==> config.mk <==
export PLATFORM = sky130hd
export DESIGN_NAME = mul_scheduler_flat
export DESIGN_NICKNAME = d
export VERILOG_FILES = /design/src/rtl/mul_scheduler_if.sv /design/src/rtl/mul_scheduler.sv /design/src/flat_wrapper.sv
export SDC_FILE = /design/constraint.sdc
export NUM_CORES = 1
export LEC_CHECK = 0
export CORE_MARGIN = 2
export CORE_UTILIZATION = 40
export CTS_BUF_LIST = sky130_fd_sc_hd__clkbuf_8
export DETAILED_ROUTE_END_ITERATION = 10
export HOLD_SLACK_MARGIN = 0.06
export PLACE_DENSITY = 0.88
export SLEW_MARGIN = 20
export SYNTH_ARGS = -nofsm -noshare
export SYNTH_HDL_FRONTEND = slang
export SYNTH_SLANG_ARGS = --single-unit
export TNS_END_PERCENT = 5
==> constraint.sdc <==
create_clock -name clk -period 3.9 [get_ports clk]
set_input_delay 1.17 -clock clk [delete_from_list [all_inputs] [get_ports clk]]
set_output_delay 1.17 -clock clk [all_outputs]
set_load 0.01 [all_outputs]
==> src/rtl/mul_scheduler_if.sv <==
// -----------------------------------------------------------------------------
// mul_scheduler_if
//
// Bundles every signal of the multiplier scheduler except clk and rst_n:
//   - request side   : Req_Valid, Req_A, Req_B, Req_Ready
//   - multiplier side: Mul_A, Mul_B (to the multiplier), Mul_S, Mul_Overflow
//   - response side  : Rsp_Valid, Rsp_Ready, Rsp_Id, Rsp_S, Rsp_Overflow
//   - status         : Busy
//
// Modports
//   slave  : the scheduler itself.
//   master : its environment, meaning the two requesters, the consumer of the
//            response channel and the combinational multiplier instance.
//
// Parameter
//   l : operand/result width. It must match the multiplier instance and the
//       l parameter of the scheduler.
// -----------------------------------------------------------------------------
interface mul_scheduler_if #(
  parameter int l = 16
);

  // Requester i uses bit i of the valid/ready vectors and lane [i*l +: l].
  logic [1:0]     Req_Valid;
  logic [2*l-1:0] Req_A;
  logic [2*l-1:0] Req_B;
  logic [1:0]     Req_Ready;

  // Registered operands into the shared multiplier, and its outputs.
  logic [l-1:0]   Mul_A;
  logic [l-1:0]   Mul_B;
  logic [l-1:0]   Mul_S;
  logic           Mul_Overflow;

  // Shared response channel. Rsp_Id is the requester the result belongs to.
  logic           Rsp_Valid;
  logic           Rsp_Ready;
  logic           Rsp_Id;
  logic [l-1:0]   Rsp_S;
  logic           Rsp_Overflow;

  logic           Busy;

  modport slave (
    input  Req_Valid, Req_A, Req_B, Mul_S, Mul_Overflow, Rsp_Ready,
    output Req_Ready, Mul_A, Mul_B, Rsp_Valid, Rsp_Id, Rsp_S, Rsp_Overflow,
           Busy
  );

  modport master (
    output Req_Valid, Req_A, Req_B, Mul_S, Mul_Overflow, Rsp_Ready,
    input  Req_Ready, Mul_A, Mul_B, Rsp_Valid, Rsp_Id, Rsp_S, Rsp_Overflow,
           Busy
  );

endinterface : mul_scheduler_if

==> src/rtl/mul_scheduler.sv <==
// -----------------------------------------------------------------------------
// mul_scheduler
//
// Shares one combinational multiplier between two requesters. It arbitrates
// round-robin and registers the winning operands onto the multiplier inputs.
// It then gives the long multiplier path SETTLE cycles before it samples the
// product. The captured result is returned on a shared response channel, tagged
// with the id of the requester that issued it.
//
// Operation flow: IDLE -> (accept) -> WAIT -> (counter expires) -> RESP ->
// (Rsp_Ready) -> IDLE. Only one operation is in flight at a time.
//
// Ports
//   clk          : system clock; single clock domain.
//   rst_n        : synchronous active-low reset.
//   bus          : mul_scheduler_if.slave. It carries the requests, the
//                  multiplier operands and results, the response channel and
//                  Busy.
//   Stat_Clear   : (stats build only) clears both statistics counters.
//   Op_Count     : (stats build only) completed response handshakes, saturating.
//   Ovf_Count    : (stats build only) handshakes whose Rsp_Overflow was set,
//                  saturating.
//
// Parameters
//   l      : operand/result width. It must match the multiplier and the
//            interface.
//   SETTLE : cycles from operand register to result sample, legal range 1..15.
//
// Optional feature
//   MUL_SCHED_STATS_EN : when defined, adds the Stat_Clear / Op_Count /
//   Ovf_Count statistics ports and counters. When undefined, they are absent.
// -----------------------------------------------------------------------------
module mul_scheduler #(
  parameter int l      = 16,
  parameter int SETTLE = 2
) (
  input  logic                 clk,
  input  logic                 rst_n,
`ifdef MUL_SCHED_STATS_EN
  input  logic                 Stat_Clear,
  output logic [15:0]          Op_Count,
  output logic [15:0]          Ovf_Count,
`endif
  mul_scheduler_if.slave       bus
);

  // 4 bits is enough for the largest legal preload value, SETTLE-1 = 14.
  localparam logic [3:0] CNT_LOAD = 4'(SETTLE - 1);

  typedef enum logic [1:0] {
    IDLE = 2'd0,
    WAIT = 2'd1,
    RESP = 2'd2
  } state_t;

  state_t         state_q, state_d;

  logic           last_q;        // last requester served (round-robin pointer)
  logic [3:0]     cnt_q;         // settle countdown while in WAIT
  logic [l-1:0]   mul_a_q, mul_b_q;
  logic           rsp_valid_q;
  logic           rsp_id_q;
  logic [l-1:0]   rsp_s_q;
  logic           rsp_ovf_q;

  logic           grant_vld;
  logic           grant_id;
  logic [1:0]     req_ready;
  logic           accept;        // request handshake on this edge
  logic           capture;       // multiplier output sampled on this edge
  logic           rsp_done;      // response handshake on this edge

  // ---------------------------------------------------------------------------
  // Round-robin arbitration. A lone requester always wins. On a tie, the
  // requester that was not served last wins, so a loser that holds its
  // request is guaranteed the next slot.
  // ---------------------------------------------------------------------------
  always_comb begin
    // NOTE: every variable driven here gets a default before any branch.
    // An unassigned path in a combinational block would infer a latch.
    grant_vld = 1'b0;
    grant_id  = 1'b0;
    case (bus.Req_Valid)
      2'b01:   begin grant_vld = 1'b1; grant_id = 1'b0;    end
      2'b10:   begin grant_vld = 1'b1; grant_id = 1'b1;    end
      2'b11:   begin grant_vld = 1'b1; grant_id = ~last_q; end
      default: ;
    endcase
  end

  // ---------------------------------------------------------------------------
  // FSM next-state and handshake decode.
  // ---------------------------------------------------------------------------
  always_comb begin
    state_d   = state_q;
    req_ready = 2'b00;
    accept    = 1'b0;
    capture   = 1'b0;
    rsp_done  = 1'b0;
    case (state_q)
      IDLE: begin
        // Requests are re-arbitrated on every IDLE cycle. A request that is
        // dropped before it is granted leaves no trace.
        if (grant_vld) begin
          req_ready = grant_id ? 2'b10 : 2'b01;
          accept    = 1'b1;
          state_d   = WAIT;
        end
      end
      WAIT: begin
        if (cnt_q == 4'd0) begin
          capture = 1'b1;
          state_d = RESP;
        end
      end
      RESP: begin
        // Returning to IDLE costs a cycle. A new operation is therefore never
        // accepted on the same edge as the response handshake.
        if (bus.Rsp_Ready) begin
          rsp_done = 1'b1;
          state_d  = IDLE;
        end
      end
      default: state_d = IDLE;
    endcase
  end

  // ---------------------------------------------------------------------------
  // State register.
  // ---------------------------------------------------------------------------
  always_ff @(posedge clk) begin
    // NOTE: sequential state uses non-blocking assignments so that every
    // register samples the values from before the edge, whatever the order
    // of the statements.
    if (!rst_n) state_q <= IDLE;
    else        state_q <= state_d;
  end

  // ---------------------------------------------------------------------------
  // Datapath registers. A reset in mid-operation discards the operation:
  // no response is ever produced for it.
  // ---------------------------------------------------------------------------
  always_ff @(posedge clk) begin
    if (!rst_n) begin
      last_q      <= 1'b1;       // requester 0 wins the first tie
      cnt_q       <= 4'd0;
      mul_a_q     <= '0;
      mul_b_q     <= '0;
      rsp_valid_q <= 1'b0;
      rsp_id_q    <= 1'b0;
      rsp_s_q     <= '0;
      rsp_ovf_q   <= 1'b0;
    end else begin
      if (accept) begin
        // Mul_A/Mul_B then hold these operands until the next accept. They
        // are not cleared when the operation completes.
        mul_a_q  <= grant_id ? bus.Req_A[2*l-1:l] : bus.Req_A[l-1:0];
        mul_b_q  <= grant_id ? bus.Req_B[2*l-1:l] : bus.Req_B[l-1:0];
        rsp_id_q <= grant_id;
        last_q   <= grant_id;
        cnt_q    <= CNT_LOAD;
      end else if (state_q == WAIT && cnt_q != 4'd0) begin
        cnt_q <= cnt_q - 4'd1;
      end

      if (capture) begin
        rsp_s_q     <= bus.Mul_S;
        rsp_ovf_q   <= bus.Mul_Overflow;
        rsp_valid_q <= 1'b1;
      end else if (rsp_done) begin
        rsp_valid_q <= 1'b0;
      end
    end
  end

  assign bus.Req_Ready    = req_ready;
  assign bus.Mul_A        = mul_a_q;
  assign bus.Mul_B        = mul_b_q;
  assign bus.Rsp_Valid    = rsp_valid_q;
  assign bus.Rsp_Id       = rsp_id_q;
  assign bus.Rsp_S        = rsp_s_q;
  assign bus.Rsp_Overflow = rsp_ovf_q;
  assign bus.Busy         = (state_q != IDLE);

`ifdef MUL_SCHED_STATS_EN
  // ---------------------------------------------------------------------------
  // Statistics: count completed response handshakes, and the overflowed ones
  // among them. Both counters saturate at all-ones. Stat_Clear takes priority
  // over an increment on the same edge.
  // ---------------------------------------------------------------------------
  logic [15:0] op_cnt_q, ovf_cnt_q;

  always_ff @(posedge clk) begin
    if (!rst_n || Stat_Clear) begin
      op_cnt_q  <= 16'd0;
      ovf_cnt_q <= 16'd0;
    end else if (rsp_done) begin
      if (op_cnt_q != 16'hFFFF)
        op_cnt_q <= op_cnt_q + 16'd1;
      if (rsp_ovf_q && ovf_cnt_q != 16'hFFFF)
        ovf_cnt_q <= ovf_cnt_q + 16'd1;
    end
  end

  assign Op_Count  = op_cnt_q;
  assign Ovf_Count = ovf_cnt_q;
`endif

endmodule : mul_scheduler

==> src/flat_wrapper.sv <==
// flat-port wrapper written by rule: the top's interface ports become plain ports
module mul_scheduler_flat 
#(
  parameter int l      = 16,
  parameter int SETTLE = 2
)
  (clk, rst_n, bus_Req_Valid, bus_Req_A, bus_Req_B, bus_Mul_S, bus_Mul_Overflow, bus_Rsp_Ready, bus_Req_Ready, bus_Mul_A, bus_Mul_B, bus_Rsp_Valid, bus_Rsp_Id, bus_Rsp_S, bus_Rsp_Overflow, bus_Busy);
  mul_scheduler_if #(.l(l)) bus_i ();
  input  logic clk;
  input  logic rst_n;
  input wire logic [$bits(bus_i.Req_Valid)-1:0] bus_Req_Valid;
  input wire logic [$bits(bus_i.Req_A)-1:0] bus_Req_A;
  input wire logic [$bits(bus_i.Req_B)-1:0] bus_Req_B;
  input wire logic [$bits(bus_i.Mul_S)-1:0] bus_Mul_S;
  input wire logic [$bits(bus_i.Mul_Overflow)-1:0] bus_Mul_Overflow;
  input wire logic [$bits(bus_i.Rsp_Ready)-1:0] bus_Rsp_Ready;
  output wire logic [$bits(bus_i.Req_Ready)-1:0] bus_Req_Ready;
  output wire logic [$bits(bus_i.Mul_A)-1:0] bus_Mul_A;
  output wire logic [$bits(bus_i.Mul_B)-1:0] bus_Mul_B;
  output wire logic [$bits(bus_i.Rsp_Valid)-1:0] bus_Rsp_Valid;
  output wire logic [$bits(bus_i.Rsp_Id)-1:0] bus_Rsp_Id;
  output wire logic [$bits(bus_i.Rsp_S)-1:0] bus_Rsp_S;
  output wire logic [$bits(bus_i.Rsp_Overflow)-1:0] bus_Rsp_Overflow;
  output wire logic [$bits(bus_i.Busy)-1:0] bus_Busy;
  assign bus_i.Req_Valid = bus_Req_Valid;
  assign bus_i.Req_A = bus_Req_A;
  assign bus_i.Req_B = bus_Req_B;
  assign bus_i.Mul_S = bus_Mul_S;
  assign bus_i.Mul_Overflow = bus_Mul_Overflow;
  assign bus_i.Rsp_Ready = bus_Rsp_Ready;
  assign bus_Req_Ready = bus_i.Req_Ready;
  assign bus_Mul_A = bus_i.Mul_A;
  assign bus_Mul_B = bus_i.Mul_B;
  assign bus_Rsp_Valid = bus_i.Rsp_Valid;
  assign bus_Rsp_Id = bus_i.Rsp_Id;
  assign bus_Rsp_S = bus_i.Rsp_S;
  assign bus_Rsp_Overflow = bus_i.Rsp_Overflow;
  assign bus_Busy = bus_i.Busy;
  mul_scheduler #(.l(l), .SETTLE(SETTLE)) u_core (.clk(clk), .rst_n(rst_n), .bus(bus_i));
endmodule
Word-level counts from Yosys, hierarchy flattened
Cells that the tools add are included.
Widths: inputs -> output; s select.
- bits in registers: 58
- word-level logic and storage cells: 52
- muxes and demuxes: 21
- bitwise operators: 2
- $add $sub $neg: 1
- reductions and logical operators: 10
- equal/unequal tests: 8
- operators with widths (operator ; number):
    $mux 16 ; 2
    $mux 2 ; 6
    $mux 1 ; 11
    $eq 2x2->1 const B ; 3
    $pmux 2 s3 ; 1
    $reduce_bool 2->1 ; 3
    $eq 2x1->1 const B ; 2
    $logic_not 4->1 ; 1
    $ne 2x1->1 const B ; 2
    $reduce_bool 4->1 ; 1
    $sub 4x1->4 const B ; 1
    $reduce_and 3->1 ; 1
    $reduce_or 3->1 ; 1
    $logic_not 2->1 ; 1
    $ne 2x2->1 const B ; 1
    $not 1->1 ; 2
    $pmux 1 s2 ; 1
    $reduce_or 2->1 ; 1
    $logic_and 1x1->1 ; 1

Logic depth before layout (Yosys ltp)
Gate-level depths: netlist of run 1.
- word-level depth: 6
- depth in mapped cells: 7

Worst setup path before layout of run 1
Ideal clock, no wire load.
- path type: input -> output
- start point: input bus_Req_Valid[0]
- end point: output bus_Req_Ready[0]
- arrival time: 1.731 ns
- buffers on the path: 0
- slack: 0.999 ns
- stages: 2
- path through: or3b_1 > a21oi_1
- longest elaborated chain between the ends: 5
- RTL lines (what ; line ; text):
    start: declaration ; flat_wrapper.sv:11 ; input wire logic [$bits(bus_i.Req_Valid)-1:0] bus_Req_Valid;
    $eq 2x2->1 or $eq 2x1->1 (tied branches) ; mul_scheduler.sv:83 ; case (bus.Req_Valid)
    $pmux 1 s2 or $reduce_or 3->1 (tied branches) ; - ;
    $mux 2 or $mux 1 (tied branches) ; mul_scheduler.sv:105, mul_scheduler.sv:83 ;
    $mux 2 * ; mul_scheduler.sv:104 ; if (grant_vld) begin
    $mux 2 * ; mul_scheduler.sv:100 ; case (state_q)
    end: declaration ; flat_wrapper.sv:17 ; output wire logic [$bits(bus_i.Req_Ready)-1:0] bus_Req_Ready;
Every way passes the cells marked *; elsewhere a longest branch is shown, timed or not.

Worst setup path after layout of run 1
Ends and elaborated chain as after synthesis.

==> results.json, run 1 <==
{
  "synth_common_cells": "58 x dfxtp_1, 32 x mux2i_1, 32 x o2bb2ai_1",
  "comb_power_share_pct": 27.2,
  "synth.most_common_cell": "dfxtp_1",
  "post_cts_buffers": 0,
  "tns_ps": 0,
  "period_share_pct": 98.5,
  "antenna_left": 0,
  "grt_pass1_wl_um": 10400,
  "path_clk_slew_ps": 60,
  "multi_input_area_mm2": 0.00117,
  "worstMarginPinSlew_ps": 630,
  "relSlewSlack_pct": 58.0,
  "via_count": 2342,
  "num_antenna_cells": 0,
  "grt_use_total_pct": 20.2,
  "avgViaCountPerCell": 5.15,
  "synth_cells": 237,
  "critPathCaptureType": "output pin",
  "p_int_mw": 1.29,
  "syn_nets": 324,
  "grt_max_degree": 34,
  "die_area_mm2": 0.00678,
  "p_clk_share_pct": 32.9,
  "grt_overflow": 0,
  "finClkSkew_ps": 7.71,
  "die_y_um": 82.3,
  "drive_gt1_share_pct": 7.11,
  "crit_path_max_fanout": 2,
  "cp.required_ps": 2730,
  "setup_viol": 0,
  "fp-row-count": 28,
  "status": "finished clean",
  "cap_viol_max_count": 0,
  "wl_per_cell_um": 15.0,
  "grt_pass1_vias": 2292,
  "drt_iter0_markers": 95,
  "ir_worst_vdd_mv": 0.226,
  "fp.coreArea_mm2": 0.00592,
  "dpl.hpwl_um": 4940,
  "fmax_ghz": 0.260,
  "synth_top_area_share_pct": 47.3,
  "clock-sinks": 58,
  "cts-htree-levels": 3,
  "swShare_pct": 26.6,
  "synth_top_flop_cell": "dfxtp_1",
  "start_util_pct": 41.5,
  "wirelength_um": 6830,
  "cts_tree": "done",
  "fillers": 469,
  "regArea_mm2": 0.00116,
  "synth_area_mm2": 0.00245,
  "die_w_um": 82.3,
  "nNetsFinal": 462,
  "clockBufferDepth": 2,
  "io_pins": 140,
  "clockRootBuffer": "clkbuf_8",
  "synth_edf_count": 0,
  "cts_resized": 0,
  "yosysTopAreaCell": "dfxtp_1",
  "yosysSeqAreaShare_pct": 47.3,
  "cts_hold_buf": 0,
  "yosysWarnings": 0,
  "total_power_mw": 1.75,
  "antenna_found_initial": 0,
  "worst_setup_path_start_kind": "input pin",
  "worstSetupPathType": "input pin to output pin",
  "dr.pass1.iters": 4,
  "syn_to_final_growth_pct": 68.1,
  "gp_congestion": 0.714,
  "arrival_ps": 2670,
  "synth_area_leaders": "dfxtp_1 47%, mux2i_1 13%, o2bb2ai_1 11%",
  "drc": 0,
  "hold_path.class": "flip-flop to flip-flop",
  "yosys.cell_types.count": 35,
  "final-hold-violation-count": 0,
  "port_buffers": 139,
  "power_leakage_nw": 1.53,
  "drv_slew": 0,
  "synth.avg_cell_area_um2": 10.4,
  "async_reset_ff_share_pct": 0,
  "ys_ff_latch": 58,
  "min_period_ps": 3840,
  "cts_buffers": 9,
  "power_density_mw_per_mm2": 425,
  "clock_latency_ps": 320,
  "grt_setup_unrepaired": "false",
  "power.switching_mw": 0.467,
  "power.share.sequential_pct": 39.8
}
[registers in the layout (all words and copies together), names as in the netlist]
name,count
u_core.bus.Rsp_Id,1
u_core.last_q,1
u_core.bus.Mul_A,16
u_core.bus.Rsp_Valid,1
u_core.bus.Rsp_S,16
u_core.bus.Mul_B,16
u_core.cnt_q,4
u_core.state_q,2
u_core.bus.Rsp_Overflow,1
[critical path, cell delays in order]
cell and delay, ps:
clkdlybuf4s50_1 460, or3b_1 370, a21oi_1 120, clkdlybuf4s50_1 540
[metrics by stage]
stage	hold WS, ps	instances	cell area (um2)	setup WS [ps]	util, %
2_1_floorplan	477	237	2450	999	-
3_3_place_gp	444	439	3910	57.7	66.0
3_5_place_dp	449	439	3910	53.1	66.0
4_1_cts	469	455	4130	49.3	69.7
5_1_grt	481	455	4130	4.37	69.7
6_report	463	455	4130	59.2	69.7
[layout make-up]
cell class / instances / share of cell area, %
tap: 75 / 2.27
timing repair buffer: 147 / 35.5
multi-input combinational: 154 / 28.4
inverter: 5 / 0.455
sequential: 58 / 28.1
clock buffer: 13 / 4.34
clock inverter: 3 / 0.910
[path summary, 6_finish.rpt]
check	from	to	slack, ps	depth (start not counted)
hold reg to reg	u_core.bus.Mul_B[14]$_SDFFE_PN0P_	u_core.bus.Mul_B[14]$_SDFFE_PN0P_	460	1
hold / removal	u_core.bus.Mul_B[14]$_SDFFE_PN0P_	u_core.bus.Mul_B[14]$_SDFFE_PN0P_	460	1
setup reg to reg	u_core.cnt_q[0]$_SDFFE_PN0P_	u_core.cnt_q[0]$_SDFFE_PN0P_	2130	5
setup / recovery	bus_Req_Valid[0]	bus_Req_Ready[0]	60	4
[power groups by stage]
stage | Sequential, mW | Combinational [mW] | Clock (mW)
finish | 0.698 | 0.477 | 0.578
CTS | 0.699 | 0.482 | 0.591
detailed placement | 0.709 | 0.480 | 0
global placement | 0.707 | 0.470 | 0
global route | 0.706 | 0.517 | 0.613
floorplan | 0.732 | 0.197 | 0
[placed cells by master, fill, tap and decap left out, types with 2 or more instances in the layout]
cell type	n
clkdlybuf4s50_1	139
dfxtp_1	58
mux2i_1	32
o2bb2ai_1	32
nand3_1	17
o21ai_1	17
a21boi_1	17
clkbuf_8	13
buf_4	7
inv_1	6
a21oi_1	6
nor2_1	3
nor2b_1	3
o21ai_0	3
or3b_1	2
o21a_1	2
nand3b_1	2
or4_1	2
nand2_1	2
[metal layers]
metal / track usage, % / vias to the layer above / wire, um
met5: 0 / - / 0
li1: - / 1159 / -
met2: 34.1 / 101 / 3310
met1: 22.7 / 1074 / 2800
met4: 10.0 / 0 / 100
met3: 6.52 / 8 / 610
[cell families (layout without fill, tap and decap cells)]
family	after synthesis	count (layout)	synth area share, %
muxes	32	32	13.0
and+or+nand+nor	38	38	9.28
AOI/OAI and AO/OA	83	83	24.5
buffers and inverters	25	168	5.40
adders and majority gates	1	1	0.510
DFF	58	58	47.3
No activity file was read; power rests on OpenSTA's default activity.
==> run 2, diff against run 1 <==
Settings changed: SLEW_MARGIN 20 to 10.
==> results of run 2 <==
Final layout, timing and power as in run 1 (identical DEF).
